===== config.mk =====
export PLATFORM = sky130hd
export DESIGN_NAME = cpc_busrq_arbiter
export DESIGN_NICKNAME = d
export VERILOG_FILES = /design/src/rtl/cpc_backplane_pkg.sv /design/src/rtl/cpc_rr_pick.sv /design/src/rtl/cpc_busrq_arbiter.sv
export SDC_FILE = /design/constraint.sdc
export NUM_CORES = 1
export LEC_CHECK = 0
export CAP_MARGIN = 10
export CORE_MARGIN = 8
export CORE_UTILIZATION = 25
export DETAILED_ROUTE_END_ITERATION = 6
export SLEW_MARGIN = 15
export SYNTH_ARGS = -nofsm -noshare
export SYNTH_HDL_FRONTEND = slang
export SYNTH_SLANG_ARGS = --single-unit

===== constraint.sdc =====
create_clock -name CLK -period 3.8 [get_ports CLK]
set_input_delay 0.57 -clock CLK [delete_from_list [all_inputs] [get_ports CLK]]
set_output_delay 0.57 -clock CLK [all_outputs]
set_load 0.02 [all_outputs]

===== src/rtl/cpc_backplane_pkg.sv =====
// Shared backplane types: arbiter state encoding, default slot count
// and active-low level constants. No ports (package).
package cpc_backplane_pkg;

    typedef enum logic [1:0] {
        ST_IDLE,
        ST_REQ,
        ST_GRANT,
        ST_RELEASE
    } arb_state_e;

    localparam int DEFAULT_NSLOTS = 4;

    localparam logic ASSERT_B = 1'b0;
    localparam logic NEGATE_B = 1'b1;

endpackage


===== src/rtl/cpc_rr_pick.sv =====
// Combinational round-robin picker: first set req at or after ptr, wrapping.
// Ports: req[N] active-high requests, ptr start index; valid, idx result.
module cpc_rr_pick
    import cpc_backplane_pkg::*;
#(
    parameter int N = DEFAULT_NSLOTS
) (
    input  logic [N-1:0]         req,
    input  logic [$clog2(N)-1:0] ptr,
    output logic                 valid,
    output logic [$clog2(N)-1:0] idx
);

    localparam int IW = $clog2(N);

    logic [2*N-1:0] dbl;
    logic [N-1:0]   rot;
    logic [IW-1:0]  off;
    logic [IW:0]    sum;

    // Rotate so that bit 0 of rot is the slot at ptr.
    assign dbl = {req, req} >> ptr;
    assign rot = dbl[N-1:0];

    always_comb begin
        valid = 1'b0;
        off   = '0;
        for (int k = 0; k < N; k++) begin
            if (!valid && rot[k]) begin
                valid = 1'b1;
                off   = IW'(k);
            end
        end
        sum = {1'b0, ptr} + {1'b0, off};
        if (sum >= (IW+1)'(N)) begin
            sum = sum - (IW+1)'(N);
        end
        idx = sum[IW-1:0];
    end

endmodule


===== src/rtl/cpc_busrq_arbiter.sv =====
// Round-robin bus-request arbiter between expansion slots and the Z80.
// Ports: CLK, RESET_B (async low); SLOT_BUSRQ_B in / SLOT_BUSACK_B out
// per slot; BUSRQ_B out / BUSACK_B in to Z80; GRANT_ID, HOLD_ERR status.
module cpc_busrq_arbiter
    import cpc_backplane_pkg::*;
#(
    parameter int NSLOTS      = DEFAULT_NSLOTS,
    parameter int SYNC_STAGES = 2,
    parameter int HOLD_LIMIT  = 0,
    parameter int CW          = 16
) (
    input  logic                      CLK,
    input  logic                      RESET_B,
    input  logic [NSLOTS-1:0]         SLOT_BUSRQ_B,
    output logic [NSLOTS-1:0]         SLOT_BUSACK_B,
    output logic                      BUSRQ_B,
    input  logic                      BUSACK_B,
    output logic [$clog2(NSLOTS)-1:0] GRANT_ID,
    output logic                      HOLD_ERR
);

    localparam int IW = $clog2(NSLOTS);
    localparam logic [IW-1:0] LAST_SLOT = IW'(NSLOTS - 1);
    localparam logic [CW-1:0] HOLD_LAST =
        (HOLD_LIMIT == 0) ? '0 : CW'(HOLD_LIMIT - 1);

    logic [SYNC_STAGES-1:0][NSLOTS-1:0] sync_q;
    logic [NSLOTS-1:0] req;
    logic              pick_valid;
    logic [IW-1:0]     pick_idx;
    logic [IW-1:0]     ptr_q;
    logic [CW-1:0]     cnt_q;
    logic              hold_hit;
    arb_state_e        state_q;

    // Slot requests are asynchronous; shift through SYNC_STAGES flops.
    always_ff @(posedge CLK or negedge RESET_B) begin
        if (!RESET_B) begin
            sync_q <= '1;
        end else begin
            sync_q <= {sync_q[SYNC_STAGES-2:0], SLOT_BUSRQ_B};
        end
    end

    assign req = ~sync_q[SYNC_STAGES-1];

    cpc_rr_pick #(
        .N(NSLOTS)
    ) u_pick (
        .req  (req),
        .ptr  (ptr_q),
        .valid(pick_valid),
        .idx  (pick_idx)
    );

    // Fires on the last permitted grant cycle, so the ack is low for
    // exactly HOLD_LIMIT cycles.
    assign hold_hit = (HOLD_LIMIT != 0) && (cnt_q == HOLD_LAST);

    always_ff @(posedge CLK or negedge RESET_B) begin
        if (!RESET_B) begin
            state_q       <= ST_IDLE;
            ptr_q         <= '0;
            cnt_q         <= '0;
            BUSRQ_B       <= NEGATE_B;
            SLOT_BUSACK_B <= '1;
            GRANT_ID      <= '0;
            HOLD_ERR      <= 1'b0;
        end else begin
            unique case (state_q)
                ST_IDLE: begin
                    if (pick_valid) begin
                        GRANT_ID <= pick_idx;
                        BUSRQ_B  <= ASSERT_B;
                        state_q  <= ST_REQ;
                    end
                end
                ST_REQ: begin
                    if (!req[GRANT_ID]) begin
                        BUSRQ_B <= NEGATE_B;
                        state_q <= ST_RELEASE;
                    end else if (BUSACK_B == ASSERT_B) begin
                        SLOT_BUSACK_B <= ~(NSLOTS'(1) << GRANT_ID);
                        ptr_q <= (GRANT_ID == LAST_SLOT) ?
                                 '0 : GRANT_ID + 1'b1;
                        cnt_q   <= '0;
                        state_q <= ST_GRANT;
                    end
                end
                ST_GRANT: begin
                    if (cnt_q != '1) begin
                        cnt_q <= cnt_q + 1'b1;
                    end
                    if (!req[GRANT_ID] || hold_hit) begin
                        BUSRQ_B       <= NEGATE_B;
                        SLOT_BUSACK_B <= '1;
                        state_q       <= ST_RELEASE;
                        // A voluntary drop on the limit cycle is not an error.
                        if (req[GRANT_ID]) begin
                            HOLD_ERR <= 1'b1;
                        end
                    end
                end
                ST_RELEASE: begin
                    if (BUSACK_B == NEGATE_B) begin
                        state_q <= ST_IDLE;
                    end
                end
                default: begin
                    state_q <= ST_IDLE;
                end
            endcase
        end
    end

endmodule


# Word-level counts from Yosys, hierarchy flattened
# Index checks and enable logic that the tools add are counted.
classes:
  eq_ne: 11
  n_mux: 24
  n_shift: 2
  n_lt_le_gt_ge: 2
  reduce_logical: 15
  n_addsub: 3
  bitwise_logic: 3
op_table:
  columns: ["cell", "n"]
  rows:
  - ["$mux W2", 9]
  - ["$mux W4", 3]
  - ["$ne A2 B2 Y1 const B", 6]
  - ["$mux W1", 8]
  - ["$not A4 Y4", 2]
  - ["$pmux W2 S4", 1]
  - ["$pmux W4 S2", 1]
  - ["$reduce_and A4 Y1", 2]
  - ["$shr A8 B2 Y4", 1]
  - ["$eq A2 B2 Y1 const B", 3]
  - ["$reduce_and A3 Y1", 2]
  - ["$reduce_bool A2 Y1", 2]
  - ["$shl A1 B2 Y4 const A", 1]
  - ["$add A2 B2 Y3", 1]
  - ["$ge A3 B3 Y1 const B", 1]
  - ["$logic_and A1 B1 Y1", 3]
  - ["$logic_not A1 Y1", 3]
  - ["$lt A2 B3 Y1 const B", 1]
  - ["$ne A3 B3 Y1 const B", 1]
  - ["$add A2 B1 Y2 const B", 1]
  - ["$bmux W1 S2", 1]
  - ["$eq A2 B1 Y1 const B", 1]
  - ["$logic_not A2 Y1", 1]
  - ["$pmux W1 S2", 1]
  - ["other kinds (4)", 4]
totals:
  regBits: 19
  input_bits: 7
  wordCells: 67
  output_inout_bits: 8

# Depth between registers and ports, before layout
depth:
  word_depth: 15
  mapped_depth: 8

# Hierarchy
# From an unflattened synthesis, not the netlist that was laid out.
hier_totals:
  hier_cells: 111
  hier_area_um2: 1142.3
modules_own_cells:
  columns: ["module", "instances", "seq_area_each_um2", "cells_per_inst", "area_per_inst_um2"]
  rows:
  - ["cpc_busrq_arbiter", 1, 491.7, 83, 952.2]
  - ["cpc_rr_pick", 1, 0.0, 28, 190.2]

# Least setup slack after synthesis
# OpenSTA, ideal clock, no wires.
synth_path:
  path_type: "register -> register"
  startpoint: "register ptr_q[0]"
  endpoint: "register GRANT_ID[0]"
  stages_incl_launch_ff: 8
  required_time_ns: 3.675
  path_slack_ns: 1.902
  arrival_ns: 1.773
  path_buffers: 1
  synth_period_minus_slack_ns: 1.898
  setup_ns: 0.125
  path_cell_list: "dfrtp_1 clkbuf_1 nor2b_1 a221oi_1 a21oi_1 a221o_1 ha_1 mux2_2"
synth_between:
  elab_chain_cells: 14
  word_cells_on_any_way: 19
  classes_between: "2 x add/sub; 1 x order compare; 1 x shift; 8 x mux; 7 x reduce/logical"
synth_rtl:
  columns: ["item", "line_no", "text"]
  rows:
  - ["start, declared", "cpc_busrq_arbiter.sv:31", "logic [IW-1:0] ptr_q;"]
  - ["start signal, assigned", "cpc_busrq_arbiter.sv:84", "ptr_q <= (GRANT_ID == LAST_SLOT) ?"]
  - ["$shr A8 B2 Y4", "cpc_rr_pick.sv:22", "assign dbl = {req, req} >> ptr;"]
  - ["$mux W1", "cpc_rr_pick.sv:29", "if (!valid && rot[k]) begin"]
  - ["$logic_not A1 Y1", "cpc_rr_pick.sv:29", null]
  - ["$logic_and A1 B1 Y1", "cpc_rr_pick.sv:29", null]
  - ["$mux W1", "cpc_rr_pick.sv:29", null]
  - ["$logic_not A1 Y1", "cpc_rr_pick.sv:29", null]
  - ["$logic_and A1 B1 Y1", "cpc_rr_pick.sv:29", null]
  - ["$mux W1", "cpc_rr_pick.sv:29", null]
  - ["$logic_not A1 Y1", "cpc_rr_pick.sv:29", null]
  - ["$logic_and A1 B1 Y1", "cpc_rr_pick.sv:29", null]
  - ["$mux W2", "cpc_rr_pick.sv:29", null]
  - ["$add A2 B2 Y3 (*)", "cpc_rr_pick.sv:34", "sum = {1'b0, ptr} + {1'b0, off};"]
  - ["$ge A3 B3 Y1 or $sub A2 B1 Y2 (tied branches)", "cpc_rr_pick.sv:35, cpc_rr_pick.sv:36", null]
  - ["$mux W2 (*)", "cpc_rr_pick.sv:35", "if (sum >= (IW+1)'(N)) begin"]
  - ["named net pick_idx[0]", "cpc_busrq_arbiter.sv:30", "logic [IW-1:0] pick_idx;"]
  - ["end signal, assigned", "cpc_busrq_arbiter.sv:73", "GRANT_ID <= pick_idx;"]
  - ["end, declared", "cpc_busrq_arbiter.sv:18", "output logic [$clog2(NSLOTS)-1:0] GRANT_ID,"]
# Mark *: on every way through the listed nets, which the timed path passes. The rest lies on a longest branch.
# A chain may end at the register's enable or synchronous reset.

# Worst setup path in the final report
layout_path:
  startpoint: "register BUSRQ_B"
  endpoint: "output BUSRQ_B"
layout_rtl:
  columns: ["item", "line_no", "text"]
  rows:
  - ["start, declared", "cpc_busrq_arbiter.sv:16", "output logic BUSRQ_B,"]
  - ["start signal, assigned", "cpc_busrq_arbiter.sv:65", "BUSRQ_B <= NEGATE_B;"]
  - ["start signal, assigned", "cpc_busrq_arbiter.sv:74", "BUSRQ_B <= ASSERT_B;"]
  - ["start signal, assigned", "cpc_busrq_arbiter.sv:80", "BUSRQ_B <= NEGATE_B;"]
# No word-level cell between the ends.

==> flow_summary.json <==
{
  "max_freq_ghz": 0.506,
  "drc": 0,
  "syn_nets": 111,
  "switching_share": 0.393,
  "relSlewSlack": 0.453,
  "p_leak_nw": 0.545,
  "n_antenna_cell": 0,
  "slowest_stage": "clkdlybuf4s50_1",
  "setup_tns_ns": 0,
  "root_buffer": "clkbuf_8",
  "dp_hpwl_um": 1600,
  "routed_wl_um": 2130,
  "ys_types": 34,
  "period_needed_ns": 1.98,
  "synth_area_leaders": "dfstp_2 (33%), dfrtp_1 (14%), ha_1 (13%)",
  "die_area_mm2": 0.00649,
  "finalCritPeriodShare": 0.520,
  "max_stage_delay_ns": 0.61,
  "areaGrowthSynthToFinish_pct": 22.1,
  "portBuffers": 13,
  "synth_top_family_by_area": "compound AO/OA/AOI/OAI gates",
  "async_flop_share": 1.00,
  "synth_top_area_cell": "dfstp_2",
  "cts_made_buffers": 3,
  "crit_arrival_ns": 1.41,
  "initial_core_util": 0.261,
  "ys_ff_latch": 19,
  "drtPass1Iterations": 4,
  "grt_usage": 0.0756,
  "viasPerCell": 4.78,
  "cts.sinks": 19,
  "finalClockSkew_ns": 0.00216,
  "synth-compound-area-share": 0.148,
  "die-width_um": 80.6,
  "num_rows": 23,
  "core_mm2": 0.00400,
  "synthMuxAreaShare": 0.0780,
  "peakVddDrop_uv": 337,
  "num_vias": 756,
  "status": "complete, no violations",
  "gp_congestion": 0.898,
  "initialDrtViolationCount": 67,
  "detail-route-antenna-nets": 0,
  "ios": 15,
  "clk_latency_ns": 0.26,
  "avgSynthCellArea_um2": 11.2,
  "finalSetupViolCount": 0,
  "grt_pass1_wl_um": 3840,
  "cts_tree": "built",
  "synth-adder-area-share": 0.132,
  "drv_slew": 0,
  "path_cells": "clkdlybuf4s50_1",
  "syn_inst": 93,
  "synth_top_area_frac": 0.328,
  "seq_area_frac_synth": 0.472,
  "die_h_um": 80.6,
  "htreeDepth": 1,
  "synthSimpleGateAreaFrac": 0.131,
  "grt_pass1_vias": 844,
  "worst_slew_pin_slew_ns": 0.818,
  "p_seq_frac": 0.344,
  "clockPowerShare": 0.144,
  "maxCapViolations": 0,
  "hold_class": "flip-flop to flip-flop",
  "path_buf_inv": 1,
  "yosys-top-cells-count": "dfstp_2 (13), ha_1 (11), nor2_1 (9)",
  "critical_path.top_delay_family": "buffers and inverters",
  "synth_xor_area_frac": 0,
  "hold_buffers": 0,
  "power_frac_comb": 0.513,
  "cts_resized": 0,
  "path_clk_slew_ns": 0.07,
  "p_per_area_mw_per_mm2": 807,
  "critPathKind": "flip-flop to primary output",
  "ys.flop_type": "dfstp_2",
  "p_int_mw": 0.623,
  "wire_per_inst_um": 13.5,
  "synthMostInstantiatedCell": "dfstp_2",
  "gr-total-overflow": 0,
  "synth-edff-count": 0,
  "layout.nets": 127,
  "fin_util": 0.318,
  "grt_start_max_net_pins": 20,
  "p_switching_mw": 0.404,
  "start_kind": "flip-flop",
  "antenna_found_initial": 0,
  "final-hold-violation-count": 0,
  "synth_warnings": 0,
  "crit_fanout": 2,
  "end_kind": "primary output",
  "netlist_area_mm2": 0.00104,
  "rsz0062_at_grt": "false",
  "drive_above_1_share": 0.222,
  "ctsLongestPathBuffers": 2,
  "post_cts_buffers": 0,
  "cp.required_ns": 3.23
}
-- kinds of logic after synthesis --
kind of cell / after synthesis
simple gates: 26
compound gates: 21
flops: 19
fa+ha+maj: 11
buf+inv: 9
mux: 6
other cells: 1
-- final timing paths --
check                          start          end  slack, ns  cells past startpoint
setup / recovery             BUSRQ_B      BUSRQ_B       1.82                      1
hold reg to reg            sync_q[0]    sync_q[4]       0.36                      0
max in group asynchronous    RESET_B   state_q[0]       2.52                      1
hold / removal             sync_q[0]    sync_q[4]       0.36                      0
min in group asynchronous    RESET_B  GRANT_ID[1]       0.78                      1
setup reg to reg            ptr_q[0]  GRANT_ID[0]       1.84                      6
-- stage by stage --
stage | cells | hold WS (ns) | worst slack, ns | cell area [um2] | total power, mW
global route | 158 | 0.362 | 1.74 | 1270 | 1.12
floorplan | 93 | 0.274 | 1.90 | 1040 | 0.722
global placement | 154 | 0.346 | 1.83 | 1220 | 0.863
CTS | 158 | 0.358 | 1.80 | 1270 | 1.04
finish | 158 | 0.357 | 1.82 | 1270 | 1.03
detailed placement | 154 | 0.347 | 1.76 | 1220 | 0.879
-- layout by cell type (no fill, tap or decap), drive strengths merged, types with 2 or more instances in the layout --
cell,Yosys,layout
or3,2,2
clkdlybuf4s50,0,13
dfrtp,6,6
nor2,9,9
ha,11,11
dfstp,13,13
a2bb2oi,5,5
nand2,4,4
a21oi,4,4
mux2,4,4
clkbuf,1,3
o21ai,4,4
inv,7,7
nor2b,3,3
-- sequential cells by signal, summed over array words and instances, names as in the netlist --
signal / cells
BUSRQ_B: 1
GRANT_ID: 2
SLOT_BUSACK_B: 4
ptr_q: 2
state_q: 2
sync_q: 8
-- routing by layer --
metal / share of wire / wire (um) / GRT usage / up-vias
li1: - / - / - / 365
met1: 0.48 / 1020 / 0.0925 / 367
met2: 0.43 / 919 / 0.114 / 22
met3: 0.079 / 169 / 0.0335 / 2
met4: 0.0099 / 21 / 0.0273 / 0
met5: 0 / 0 / 0 / -
-- layout make-up --
| type | instances | area [um2] |
|---|---|---|
| tap | 50 | 62.6 |
| clock buffer | 3 | 41.3 |
| multi-input combinational | 65 | 513 |
| inverter | 7 | 26.3 |
| timing repair buffer | 13 | 130 |
| fill | 399 | 2730 |
| sequential | 19 | 492 |
| clock inverter | 1 | 7.51 |
-- power by group through the flow --
stage	Sequential [mW]	Combinational, mW	Clock (mW)
global placement	0.354	0.509	0
global route	0.365	0.591	0.164
detailed placement	0.356	0.523	0
CTS	0.352	0.533	0.154
floorplan	0.367	0.355	0
finish	0.353	0.526	0.147
Note: power is estimated with default switching activity, not from simulation.
